## config.mk

```make
export PLATFORM = sky130hd
export DESIGN_NAME = pulse_param_loader
export DESIGN_NICKNAME = d
export VERILOG_FILES = /design/src/rtl/pulse_pkg.sv /design/src/rtl/uart_rx.sv /design/src/rtl/pulse_param_loader.sv
export SDC_FILE = /design/constraint.sdc
export NUM_CORES = 1
export LEC_CHECK = 0
export BUFFER_PORTS_ARGS = -buffer_cell sky130_fd_sc_hd__buf_2
export CORE_UTILIZATION = 40
export DETAILED_ROUTE_END_ITERATION = 16
export HOLD_SLACK_MARGIN = 0.02
export SLEW_MARGIN = 20
export SYNTH_ARGS = -nofsm -noshare
export SYNTH_HDL_FRONTEND = slang
export SYNTH_SLANG_ARGS = --single-unit
```

## constraint.sdc

```tcl
create_clock -name clk_pll -period 36.6 [get_ports clk_pll]
set_clock_uncertainty 0.15 [all_clocks]
set_input_delay 1.83 -clock clk_pll [delete_from_list [all_inputs] [get_ports clk_pll]]
set_output_delay 1.83 -clock clk_pll [all_outputs]
set_load 0.1 [all_outputs]
```

## src/rtl/pulse_pkg.sv

```systemverilog
// Shared constants, reset defaults, state enums and register-bank helpers for pulse_param_loader.
// PULSE_LOADER_CHECKSUM_EN adds the trailing CSUM byte and its frame state.
package pulse_pkg;

  localparam logic [7:0] HEADER      = 8'hA5;
  localparam logic [7:0] ADDR_PU     = 8'h00;
  localparam logic [7:0] ADDR_PER    = 8'h01;
  localparam logic [7:0] ADDR_P1WID  = 8'h02;
  localparam logic [7:0] ADDR_DEL    = 8'h03;
  localparam logic [7:0] ADDR_P2WID  = 8'h04;
  localparam logic [7:0] ADDR_NUT_W  = 8'h05;
  localparam logic [7:0] ADDR_NUT_D  = 8'h06;
  localparam logic [7:0] ADDR_CP     = 8'h07;
  localparam logic [7:0] ADDR_P_BL   = 8'h08;
  localparam logic [7:0] ADDR_BL_OFF = 8'h09;
  localparam logic [7:0] ADDR_BL     = 8'h0A;
  localparam logic [7:0] ADDR_COMMIT = 8'h0F;

  typedef enum logic [2:0] {
    ST_IDLE  = 3'd0,
    ST_ADDR  = 3'd1,
    ST_DATA  = 3'd2,
`ifdef PULSE_LOADER_CHECKSUM_EN
    ST_CSUM  = 3'd3,
`endif
    ST_APPLY = 3'd4
  } frame_state_e;

  typedef enum logic [1:0] {
    RX_IDLE  = 2'd0,
    RX_START = 2'd1,
    RX_DATA  = 2'd2,
    RX_STOP  = 2'd3
  } rx_state_e;

  typedef struct packed {
    logic        pu;
    logic [7:0]  per;
    logic [15:0] p1wid;
    logic [15:0] del;
    logic [15:0] p2wid;
    logic [31:0] nut_w;
    logic [31:0] nut_d;
    logic [7:0]  cp;
    logic [7:0]  p_bl;
    logic [15:0] p_bl_off;
    logic        bl;
  } params_t;

  // Must track the sequencer's own power-up defaults.
  localparam params_t PARAMS_RST = '{
    pu:       1'b1,
    per:      8'd1,
    p1wid:    16'd30,
    del:      16'd200,
    p2wid:    16'd30,
    nut_w:    32'd50,
    nut_d:    32'd300,
    cp:       8'd3,
    p_bl:     8'd50,
    p_bl_off: 16'd100,
    bl:       1'b1
  };

  function automatic logic addr_is_reg(input logic [7:0] addr);
    return (addr <= ADDR_BL);
  endfunction

  function automatic params_t write_field(input params_t cur, input logic [7:0] addr,
                                          input logic [31:0] data);
    params_t nxt;
    nxt = cur;
    case (addr)
      ADDR_PU:     nxt.pu       = data[0];
      ADDR_PER:    nxt.per      = data[7:0];
      ADDR_P1WID:  nxt.p1wid    = data[15:0];
      ADDR_DEL:    nxt.del      = data[15:0];
      ADDR_P2WID:  nxt.p2wid    = data[15:0];
      ADDR_NUT_W:  nxt.nut_w    = data;
      ADDR_NUT_D:  nxt.nut_d    = data;
      ADDR_CP:     nxt.cp       = data[7:0];
      ADDR_P_BL:   nxt.p_bl     = data[7:0];
      ADDR_BL_OFF: nxt.p_bl_off = data[15:0];
      ADDR_BL:     nxt.bl       = data[0];
      default:     nxt          = cur;
    endcase
    return nxt;
  endfunction

endpackage

```

## src/rtl/uart_rx.sv

```systemverilog
// 8N1 UART receiver: 2-flop synchronizer, mid-bit sampling, stop-bit framing check.
module uart_rx #(
  parameter int unsigned CLKS_PER_BIT = 1746
) (
  input  logic       clk,
  input  logic       rst,
  input  logic       rxd,
  output logic [7:0] rx_byte,
  output logic       rx_valid,
  output logic       rx_ferr
);
  import pulse_pkg::*;

  localparam int CNT_W = $clog2(CLKS_PER_BIT);

  rx_state_e        state_q, state_d;
  logic [1:0]       sync_q, sync_d;
  logic             prev_q, prev_d;
  logic [CNT_W-1:0] cnt_q, cnt_d;
  logic [2:0]       bit_q, bit_d;
  logic [7:0]       shift_q, shift_d;
  logic             valid_q, valid_d;
  logic             ferr_q, ferr_d;

  logic rxd_s, fall_s, half_hit_s, bit_hit_s;

  assign rxd_s      = sync_q[1];
  assign fall_s     = prev_q & ~rxd_s;
  assign half_hit_s = (cnt_q == CNT_W'(CLKS_PER_BIT / 2 - 1));
  assign bit_hit_s  = (cnt_q == CNT_W'(CLKS_PER_BIT - 1));

  // State and datapath registers; line idles high out of reset.
  always_ff @(posedge clk or posedge rst) begin
    if (rst) begin
      state_q <= RX_IDLE;
      sync_q  <= 2'b11;
      prev_q  <= 1'b1;
      cnt_q   <= '0;
      bit_q   <= 3'd0;
      shift_q <= 8'h00;
      valid_q <= 1'b0;
      ferr_q  <= 1'b0;
    end else begin
      state_q <= state_d;
      sync_q  <= sync_d;
      prev_q  <= prev_d;
      cnt_q   <= cnt_d;
      bit_q   <= bit_d;
      shift_q <= shift_d;
      valid_q <= valid_d;
      ferr_q  <= ferr_d;
    end
  end

  // Next-state logic; a high line at mid start bit is treated as a glitch.
  always_comb begin
    state_d = state_q;
    case (state_q)
      RX_IDLE:  if (fall_s) state_d = RX_START; else state_d = RX_IDLE;
      RX_START: if (half_hit_s) state_d = rxd_s ? RX_IDLE : RX_DATA; else state_d = RX_START;
      RX_DATA:  if (bit_hit_s && (bit_q == 3'd7)) state_d = RX_STOP; else state_d = RX_DATA;
      RX_STOP:  if (bit_hit_s) state_d = RX_IDLE; else state_d = RX_STOP;
      default:  state_d = RX_IDLE;
    endcase
  end

  // Bit timing, LSB-first shifting and framing check.
  always_comb begin
    sync_d  = {sync_q[0], rxd};
    prev_d  = rxd_s;
    cnt_d   = cnt_q + CNT_W'(1);
    bit_d   = bit_q;
    shift_d = shift_q;
    valid_d = 1'b0;
    ferr_d  = 1'b0;
    case (state_q)
      RX_IDLE: begin
        cnt_d = '0;
        bit_d = 3'd0;
      end
      RX_START: begin
        if (half_hit_s) cnt_d = '0; else cnt_d = cnt_q + CNT_W'(1);
      end
      RX_DATA: begin
        if (bit_hit_s) begin
          cnt_d   = '0;
          shift_d = {rxd_s, shift_q[7:1]};
          bit_d   = bit_q + 3'd1;
        end else begin
          cnt_d = cnt_q + CNT_W'(1);
        end
      end
      RX_STOP: begin
        if (bit_hit_s) begin
          cnt_d   = '0;
          valid_d = rxd_s;
          ferr_d  = ~rxd_s;
        end else begin
          cnt_d = cnt_q + CNT_W'(1);
        end
      end
      default: cnt_d = '0;
    endcase
  end

  assign rx_byte  = shift_q;
  assign rx_valid = valid_q;
  assign rx_ferr  = ferr_q;

endmodule

```

## src/rtl/pulse_param_loader.sv

```systemverilog
// UART-fed shadow/active parameter bank for the pulse sequencer; commit copies shadow to active.
// Define PULSE_LOADER_CHECKSUM_EN to require a trailing XOR checksum byte per frame.
module pulse_param_loader #(
  parameter int unsigned CLKS_PER_BIT = 1746,
  parameter int unsigned GAP_TIMEOUT  = 1048576
) (
  input  logic        clk_pll,
  input  logic        reset,
  input  logic        rxd,
  output logic        pu,
  output logic [7:0]  per,
  output logic [15:0] p1wid,
  output logic [15:0] del,
  output logic [15:0] p2wid,
  output logic [31:0] nut_w,
  output logic [31:0] nut_d,
  output logic [7:0]  cp,
  output logic [7:0]  p_bl,
  output logic [15:0] p_bl_off,
  output logic        bl,
  output logic        cmd_done,
  output logic        err
);
  import pulse_pkg::*;

  localparam int GAP_W = $clog2(GAP_TIMEOUT);

  logic [7:0] rx_byte;
  logic       rx_valid;
  logic       rx_ferr;

  frame_state_e     state_q, state_d;
  logic [7:0]       addr_q, addr_d;
  logic [31:0]      data_q, data_d;
  logic [1:0]       idx_q, idx_d;
  logic [GAP_W-1:0] gap_q, gap_d;
  params_t          shadow_q, shadow_d;
  params_t          active_q, active_d;
  logic             done_q, done_d;
  logic             err_q, err_d;
`ifdef PULSE_LOADER_CHECKSUM_EN
  logic [7:0]       csum_q, csum_d;
`endif

  logic gap_expired_s;

  uart_rx #(.CLKS_PER_BIT(CLKS_PER_BIT)) u_rx (
    .clk      (clk_pll),
    .rst      (reset),
    .rxd      (rxd),
    .rx_byte  (rx_byte),
    .rx_valid (rx_valid),
    .rx_ferr  (rx_ferr)
  );

  assign gap_expired_s = (state_q != ST_IDLE) && (state_q != ST_APPLY) && !rx_valid &&
                         (gap_q == GAP_W'(GAP_TIMEOUT - 1));

  // Frame state, assembly registers and both register banks.
  always_ff @(posedge clk_pll or posedge reset) begin
    if (reset) begin
      state_q  <= ST_IDLE;
      addr_q   <= 8'h00;
      data_q   <= 32'h0000_0000;
      idx_q    <= 2'd0;
      gap_q    <= '0;
      shadow_q <= PARAMS_RST;
      active_q <= PARAMS_RST;
      done_q   <= 1'b0;
      err_q    <= 1'b0;
`ifdef PULSE_LOADER_CHECKSUM_EN
      csum_q   <= 8'h00;
`endif
    end else begin
      state_q  <= state_d;
      addr_q   <= addr_d;
      data_q   <= data_d;
      idx_q    <= idx_d;
      gap_q    <= gap_d;
      shadow_q <= shadow_d;
      active_q <= active_d;
      done_q   <= done_d;
      err_q    <= err_d;
`ifdef PULSE_LOADER_CHECKSUM_EN
      csum_q   <= csum_d;
`endif
    end
  end

  // Frame sequencing; a framing error or gap timeout always abandons the frame.
  always_comb begin
    state_d = state_q;
    if (rx_ferr || gap_expired_s) begin
      state_d = ST_IDLE;
    end else begin
      case (state_q)
        ST_IDLE:  if (rx_valid && (rx_byte == HEADER)) state_d = ST_ADDR; else state_d = ST_IDLE;
        ST_ADDR:  if (rx_valid) state_d = ST_DATA; else state_d = ST_ADDR;
        ST_DATA: begin
          if (rx_valid && (idx_q == 2'd3)) begin
`ifdef PULSE_LOADER_CHECKSUM_EN
            state_d = ST_CSUM;
`else
            state_d = ST_APPLY;
`endif
          end else begin
            state_d = ST_DATA;
          end
        end
`ifdef PULSE_LOADER_CHECKSUM_EN
        ST_CSUM: begin
          if (rx_valid) state_d = (rx_byte == csum_q) ? ST_APPLY : ST_IDLE;
          else state_d = ST_CSUM;
        end
`endif
        ST_APPLY: state_d = ST_IDLE;
        default:  state_d = ST_IDLE;
      endcase
    end
  end

  // Byte capture, APPLY writes/commit and the done/err strobes.
  always_comb begin
    addr_d   = addr_q;
    data_d   = data_q;
    idx_d    = idx_q;
    shadow_d = shadow_q;
    active_d = active_q;
    done_d   = 1'b0;
    err_d    = rx_ferr | gap_expired_s;
    gap_d    = ((state_q == ST_IDLE) || rx_valid) ? '0 : gap_q + GAP_W'(1);
`ifdef PULSE_LOADER_CHECKSUM_EN
    csum_d   = csum_q;
`endif
    case (state_q)
      ST_IDLE: idx_d = 2'd0;
      ST_ADDR: begin
        if (rx_valid) begin
          addr_d = rx_byte;
          idx_d  = 2'd0;
`ifdef PULSE_LOADER_CHECKSUM_EN
          csum_d = rx_byte;
`endif
        end else begin
          addr_d = addr_q;
        end
      end
      ST_DATA: begin
        if (rx_valid) begin
          data_d[{idx_q, 3'b000} +: 8] = rx_byte;
          idx_d = idx_q + 2'd1;
`ifdef PULSE_LOADER_CHECKSUM_EN
          csum_d = csum_q ^ rx_byte;
`endif
        end else begin
          idx_d = idx_q;
        end
      end
`ifdef PULSE_LOADER_CHECKSUM_EN
      ST_CSUM: err_d = rx_ferr | gap_expired_s | (rx_valid && (rx_byte != csum_q));
`endif
      ST_APPLY: begin
        if (addr_q == ADDR_COMMIT) begin
          active_d = shadow_q;
          done_d   = ~err_d;
        end else if (addr_is_reg(addr_q)) begin
          shadow_d = write_field(shadow_q, addr_q, data_q);
          done_d   = ~err_d;
        end else begin
          err_d = 1'b1;
        end
      end
      default: idx_d = 2'd0;
    endcase
  end

  assign pu       = active_q.pu;
  assign per      = active_q.per;
  assign p1wid    = active_q.p1wid;
  assign del      = active_q.del;
  assign p2wid    = active_q.p2wid;
  assign nut_w    = active_q.nut_w;
  assign nut_d    = active_q.nut_d;
  assign cp       = active_q.cp;
  assign p_bl     = active_q.p_bl;
  assign p_bl_off = active_q.p_bl_off;
  assign bl       = active_q.bl;
  assign cmd_done = done_q;
  assign err      = err_q;

endmodule

```

### Word level (Yosys, flattened, before mapping)

Cells that the tools add are included.

| word-level totals | value |
|---|---|
| flip-flop bits (word level) | 404 |
| bits of input ports | 3 |
| output and inout bits | 156 |
| logic and storage cells | 141 |

| operators by class | value |
|---|---|
| add/sub/neg operators | 5 |
| order comparisons | 1 |
| eq/ne operators | 27 |
| shift-type cells | 2 |
| mux-type cells | 31 |
| bitwise logic cells | 6 |
| reductions and logical operators | 32 |

Operator list:

| operator | count |
|---|---|
| 4-bit AND reduction | 11 |
| 11-bit one-hot mux with 3 select lines | 1 |
| 32-bit bitwise mux | 1 |
| 8-bit by 3-bit == test with 1-bit output (second input constant) | 4 |
| 8-bit by 4-bit == test with 1-bit output (second input constant) | 4 |
| 8-bit by 7-bit variable shift with 32-bit output (first input constant) | 1 |
| 8-bit by 7-bit indexed part select with 32-bit output | 1 |
| 11-bit two-way mux | 2 |
| 20-bit by 1-bit adder with 20-bit output (second input constant) | 1 |
| 20-bit == test (second input constant) | 1 |
| 20-bit two-way mux | 1 |
| 8-bit by 2-bit == test with 1-bit output (second input constant) | 2 |
| 1-bit two-way mux | 13 |
| 2-bit two-way mux | 6 |
| 11-bit by 1-bit adder with 11-bit output (second input constant) | 1 |
| 11-bit by 10-bit == test with 1-bit output (second input constant) | 1 |
| 11-bit == test (second input constant) | 1 |
| 2-bit AND reduction | 5 |
| 3-bit two-way mux | 3 |
| 3-bit one-hot mux with 3 select lines | 1 |
| 8-bit by 1-bit == test with 1-bit output (second input constant) | 1 |
| 8-bit == test (second input constant) | 1 |
| 8-bit by 4-bit <= comparator with 1-bit output (second input constant) | 1 |
| 8-bit logical NOT | 1 |
| other kinds (25) | 39 |

### Depth between registers and ports, before layout

Gate-level depths: netlist of the first run.

| logic depth | value |
|---|---|
| depth after elaboration | 9 |
| gate-level depth with buffers | 8 |
| gate-level depth less buffers | 6 |

### Hierarchy

From an unflattened synthesis of the first run, not the netlist that was laid out.

| second synthesis, totals | value |
|---|---|
| cells, all modules | 1111 |
| area, all modules | 16044.1 um^2 |

Modules (own cells, without submodules):

| module | instances | cells an instance | area an instance (um^2) | seq. area each (um^2) |
|---|---|---|---|---|
| pulse_param_loader | 1 | 990 | 14675.3 | 9456.6 |
| uart_rx | 1 | 121 | 1368.8 | 729.4 |

### Worst setup path before layout of the first run

OpenSTA, ideal clock, no wires.

| path | value |
|---|---|
| kind | reg2out |
| from | reg active_q, in the netlist cp[2] |
| to | out cp[2] |
| data arrival time | 895 ps |
| required time | 34620 ps |
| slack | 33725 ps |
| cell stages (with the launch flop) | 1 |
| buffers on the path | 0 |
| cell sequence | dfrtp_1 |

RTL lines:

| element | line | text |
|---|---|---|
| start, declared | pulse_param_loader.sv:38 | `params_t active_q, active_d;` |
| start signal, assigned | pulse_param_loader.sv:81 | `active_q <= active_d;` |
| end, declared | pulse_param_loader.sv:17 | `output logic [7:0] cp,` |

No word-level cell between the ends.

### Final worst setup path of the first run

| path | value |
|---|---|
| from | reg active_q, in the netlist nut_d[2] |
| to | out nut_d[2] |

RTL lines:

| element | line | text |
|---|---|---|
| end, declared | pulse_param_loader.sv:16 | `output logic [31:0] nut_d,` |

No word-level cell between the ends.

==> flow_metrics.env, run 1 <==
export IMPL_whs_endpoint="u_rx.sync_q[1]"
export IMPL_cp_slowest_cell="dfstp_2"
export IMPL_synth_seq_cells=404
export IMPL_syn_nets=1122
export IMPL_maxCapViolCount=0
export IMPL_synth_most_common_cell="dfrtp_1"
export IMPL_max_freq_mhz=285
export IMPL_synth_distinct_cells=51
export IMPL_start_util_pct=40.9
export IMPL_ys_async_sr_fraction_pct=100
export IMPL_numCtsBuffers=41
export IMPL_reg2reg_slack_ns=33.56
export IMPL_post_cts_resized=0
export IMPL_track_usage_pct=16.7
export IMPL_post_route_min_period_ns=3.51
export IMPL_hp_class="flop to flop"
export IMPL_drt_iter0_drc=477
export IMPL_crit_fanout=2
export IMPL_setup_tns_ns=0
export IMPL_placed_cells=1734
export IMPL_cts_root_buf="clkbuf_16"
export IMPL_yosysWarnings=0
export IMPL_r2r_cells=4
export IMPL_syn2layout_area_growth_pct=16.9
export IMPL_clk_pin_slew_worst_paths_ns=0.06
export IMPL_setup_viol=0
export IMPL_status="complete, no violations"
export IMPL_swShare_pct=20.8
export IMPL_max_vdd_ir_drop_mv=0.0314
export IMPL_power_switching_mw=0.191
export IMPL_whs_path_depth=0
export IMPL_crit_path_max_incr_delay_ns=0.55
export IMPL_cts_tree="yes"
export IMPL_worstSetupPathType="flop to output port"
export IMPL_fin_nets=1273
export IMPL_r2r_end="nut_w[29]"
export IMPL_slew_viol_final=0
export IMPL_grt_max_degree=187
export IMPL_cts_sinks=404
export IMPL_synth_edff_count=0
export IMPL_gr_total_overflow=0
export IMPL_power_density_mw_per_mm2=49.3
export IMPL_antenna_left=0
export IMPL_dieArea_mm2=0.0407
export IMPL_hold_path_startpoint="u_rx.sync_q[0]"
export IMPL_crit_required_ns=34.62
export IMPL_die_y_um=202
export IMPL_htree_num_levels=2
export IMPL_grt_pass1_vias=9243
export IMPL_synth_top_cell_by_area="dfrtp_1"
export IMPL_die_x_um=202
export IMPL_start_kind="flop"
export IMPL_post_route_period_util_pct=9.59
export IMPL_final_setup_worst_slack_ns=33.09
export IMPL_slew_headroom_pct=33.9
export IMPL_hold_viol=0
export IMPL_core_area_mm2=0.0390
export IMPL_synthTopCellsByArea="dfrtp_1 54%, mux2_2 23%, dfstp_2 10%"
export IMPL_yosysSeqAreaShare_pct=63.8
export IMPL_comb_power_share_pct=2.0
export IMPL_hold_buffers=0
export IMPL_hold_ws_ns=0.202
export IMPL_finalPower_mw=0.919
export IMPL_end_kind="output port"
export IMPL_synth_common_cells="343 x dfrtp_1, 324 x mux2_2, 96 x nand2_1"
export IMPL_dpl_worst_slack_ns=32.67
export IMPL_clock_path_buffers=3
export IMPL_synthFlopType="dfrtp_1"
export IMPL_crit_arrival_ns=1.53
export IMPL_synth_cells=1108
export IMPL_tightestPinTransition_ns=0.991
export IMPL_seq_power_share_pct=49.4
export IMPL_drcViolationCount=0
export IMPL_yosys_area_top_type_share_pct=53.8
export IMPL_cp_top_family="flip-flops"
export IMPL_antenna_found_initial=0
export IMPL_numPortBuffers=158
export IMPL_grt_pass1_wl_mm=53.0
export IMPL_stdcell_area_mm2=0.0187
export IMPL_num_io_pins=159
export IMPL_leakagePower_nw=9.27
export IMPL_vias_per_cell=5.00
export IMPL_path_cells="buf_2"
export IMPL_rsz0062_at_grt="no"
export IMPL_first_pass_iters=4
export IMPL_path_buf_inv=1
export IMPL_n_antenna_cell=0
export IMPL_via_count=9051
export IMPL_nFillCells=3445
export IMPL_gp_congestion=0.737
export IMPL_crit_reg2reg_launch="addr_q[6]"
export IMPL_postRouteWirelength_mm=33.0
export IMPL_place_area_mm2=0.0172
export IMPL_syn_mean_instance_area_um2=14.4
export IMPL_post_route_util_pct=47.8
export IMPL_p_int_mw=0.728
export IMPL_rows=72
export IMPL_cts_setup_buffers=0
export IMPL_cp_startpoint="nut_d[2]"
export IMPL_clkLatencyLatePin_ns=0.55
export IMPL_stdcell_count=1810
export IMPL_place_hpwl_mm=20.4
export IMPL_drive_gt1_share_pct=49.1
export IMPL_clkPwrFrac_pct=48.6
export IMPL_mappedNetlistArea_mm2=0.0160
export IMPL_wire_per_inst_um=18.2
state kept, by name, indices dropped and copies added (netlist names), 3 cells and up:
signal        count
addr_q            8
cp                8
data_q           32
del              16
gap_q            20
nut_d            32
nut_w            32
p1wid            16
p2wid            16
p_bl              8
p_bl_off         16
per               8
shadow_q        154
state_q           3
u_rx.bit_q        3
u_rx.cnt_q       11
u_rx.rx_byte      8
cells in the final DEF (no fill, tap or decap), types with 13 or more instances in the layout:
| cell | synthesis | routed |
|---|---|---|
| buf_2 | 24 | 158 |
| clkbuf_16 | 0 | 43 |
| dfrtp_1 | 343 | 343 |
| dfstp_2 | 61 | 61 |
| mux2_2 | 324 | 324 |
| nand2_1 | 96 | 96 |
| nand3_1 | 16 | 16 |
| nor2_1 | 38 | 38 |
| nor3_1 | 13 | 13 |
| o21ai_0 | 35 | 35 |
| xnor2_1 | 19 | 19 |
worst max path at each step:
stage	end	cells past startpoint	slack, ns
detailed placement	p2wid[8]	3	32.67
CTS	nut_d[2]	1	33.05
finish	nut_d[2]	1	33.09
global route	nut_d[2]	1	33.04
floorplan	addr_q[0]	1	23.48
global placement	nut_w[6]	3	32.69
final cells by class:
cell class / count / area, um2 / share of cell area (%)
timing repair buffer: 163 / 857 / 4.59
sequential: 404 / 10200 / 54.6
tap: 518 / 648 / 3.47
multi-input combinational: 636 / 5430 / 29.1
clock inverter: 18 / 230 / 1.23
clock buffer: 58 / 1240 / 6.66
inverter: 13 / 56.3 / 0.302
layer usage:
metal,up-vias,GRT usage [%],share of wire (%)
met5,-,0,0
li1,4199,-,-
met4,0,5.60,2.3
met1,4657,22.5,46
met3,47,3.30,3.7
met2,148,26.9,48
power by group through the flow:
| stage | Sequential, mW | Combinational (mW) | Clock (mW) |
|---|---|---|---|
| after floorplan | 0.461 | 0.0145 | 0 |
| after global placement | 0.462 | 0.0185 | 0 |
| after detailed placement | 0.462 | 0.0188 | 0 |
| after CTS | 0.454 | 0.0189 | 0.460 |
| after global routing | 0.454 | 0.0215 | 0.478 |
| final | 0.454 | 0.0181 | 0.447 |
logic make-up (layout without fill, tap and decap cells):
family          count (synthesis)  after routing  synth area share, %
compound gates                 56             56                 2.02
xor+xnor                       24             24                 1.32
fa+ha+maj                      11             11                0.863
buf+inv                        68            252                 2.14
flops                         404            404                 63.8
mux                           325            325                 22.9
simple gates                  220            220                 6.89
Power figures use the tool's default switching activity.
==> run 2: changes to the inputs <==
clock period = 3 ns   (was 36.6 ns; I/O delays follow)
==> flow_metrics.env, run 2 (synthesis gave the netlist of run 1 again) <==
export IMPL_slew_headroom_pct=52.2
export IMPL_cts_tree="yes"
export IMPL_place_area_mm2=0.0174
export IMPL_gr_total_overflow=0
export IMPL_setup_tns_ns=0
export IMPL_postRouteWirelength_mm=33.2
export IMPL_crit_fanout=28
export IMPL_final_cell_mix="343 x dfrtp_1, 324 x mux2_2, 158 x buf_2"
export IMPL_die_x_um=202
export IMPL_cts_root_buf="clkbuf_16"
export IMPL_grt_pass1_wl_mm=53.5
export IMPL_post_cts_resized=0
export IMPL_slew_viol_final=0
export IMPL_core_area_mm2=0.0390
export IMPL_hold_viol=0
export IMPL_setup_viol=0
export IMPL_multi_input_area_mm2=0.00543
export IMPL_rsz0062_at_grt="no"
export IMPL_post_route_period_util_pct=88.7
export IMPL_final_common_cell="dfrtp_1"
export IMPL_rows=72
export IMPL_seqCellArea_mm2=0.0102
export IMPL_leakagePower_nw=9.37
export IMPL_drive_gt1_share_pct=49.6
export IMPL_wire_per_inst_um=18.1
export IMPL_stdcell_area_mm2=0.0188
export IMPL_grtUsageMet1_pct=23.4
export IMPL_start_util_pct=40.9
export IMPL_numCtsBuffers=43
export IMPL_clk_pin_slew_worst_paths_ns=0.06
export IMPL_nFillCells=3387
export IMPL_htree_num_levels=2
export IMPL_vias_per_cell=4.99
export IMPL_power_density_mw_per_mm2=586
export IMPL_clkLatencyLatePin_ns=0.55
export IMPL_maxCapViolCount=0
export IMPL_max_freq_mhz=376
export IMPL_antenna_left=0
export IMPL_first_pass_iters=4
export IMPL_gp_congestion=0.754
export IMPL_n_antenna_cell=0
export IMPL_grt_max_degree=107
export IMPL_fin_nets=1296
export IMPL_crit_required_ns=3.28
export IMPL_start_kind="flop"
export IMPL_end_kind="flop"
export IMPL_place_hpwl_mm=21.5
export IMPL_tightestPinTransition_ns=0.707
export IMPL_cts_sinks=404
export IMPL_clock_path_buffers=3
export IMPL_num_io_pins=159
export IMPL_grt_busiest_layer="met2"
export IMPL_dieArea_mm2=0.0407
export IMPL_grt_use_met3_pct=3.24
export IMPL_grt_use_met2_pct=27.0
export IMPL_grt_pass1_vias=9126
export IMPL_via_count=9145
export IMPL_worstSetupPathType="flop to flop"
export IMPL_die_y_um=202
export IMPL_drcViolationCount=0
export IMPL_drt_iter0_drc=448
export IMPL_antenna_found_initial=0
export IMPL_crit_arrival_ns=2.94
export IMPL_post_route_min_period_ns=2.66
export IMPL_syn2layout_area_growth_pct=18.0
export IMPL_track_usage_pct=16.9
export IMPL_max_vdd_ir_drop_mv=0.332
export IMPL_hp_class="input pin to async pin"
export IMPL_numPortBuffers=158
export IMPL_regMostFlops="shadow_q"
export IMPL_largest_reg_flops=154
export IMPL_reg2reg_slack_ns=0.34
export IMPL_status="complete, no violations"
-- run 2: cell types whose count changed in the layout (fill, tap and decap cells not counted), sizes merged --
cell	before	now
clkbuf	58	56
inv	14	13
bufinv	5	4
clkinv	9	15
dlygate4sd3	0	2
buf	163	182
-- run 2: cell type report --
type / count / share of cell area [%]
flip-flops and latches: 404 / 54.1
multi-input cells: 636 / 28.9
clock buffers: 56 / 6.29
repair buffers: 184 / 5.86
well taps: 518 / 3.44
clock inverters: 22 / 1.16
inverters: 13 / 0.279
-- run 2: worst max-delay path, cell delays in order (launching register included) --
cell     delay (ns)
dfrtp_1        0.48
or3b_2         0.61
nor4_2         0.45
buf_4          0.27
buf_12         0.21
mux2_2         0.35
-- run 2: timing repair --
item,4_1_cts,5_1_grt
buffers inserted,0,0
hold buffers,2,0
endpoints found under the hold margin,172,0
-- run 2: final timing paths --
kind / startpoint / endpoint / cells past startpoint
max reg2reg: state_q[2] / del[1] / 5
max in group asynchronous: reset / per[1] / 4
max: state_q[2] / del[1] / 5
min: reset / nut_d[9] / 3
min in group clk_pll: rxd / u_rx.sync_q[0] / 2
min reg2reg: u_rx.sync_q[0] / u_rx.sync_q[1] / 0
-- run 2: routing by layer --
metal | routed length [um] | vias up
met3 | 1280 | 53
met1 | 15400 | 4693
met4 | 626 | 0
met5 | 0 | -
met2 | 16000 | 169
li1 | - | 4230
-- run 2: power by group --
group | internal (mW) | switching [mW] | leakage [nW]
sequential | 5.49 | 0.0503 | 5.41
clock | 3.13 | 2.12 | 0.701
combinational | 0.0737 | 0.166 | 3.26
-- run 2: metrics by stage --
stage	hold WS, ns	instances	util [%]	power (mW)	setup slack (ns)
floorplan	0.00448	1108	-	5.80	-2.69
global placement	0.108	1753	44.6	5.88	0.357
detailed placement	0.108	1753	44.6	5.89	0.325
CTS	0.0601	1833	48.3	11.2	0.310
global route	0.0904	1833	48.3	11.5	0.216
finish	0.0806	1833	48.3	11.0	0.339
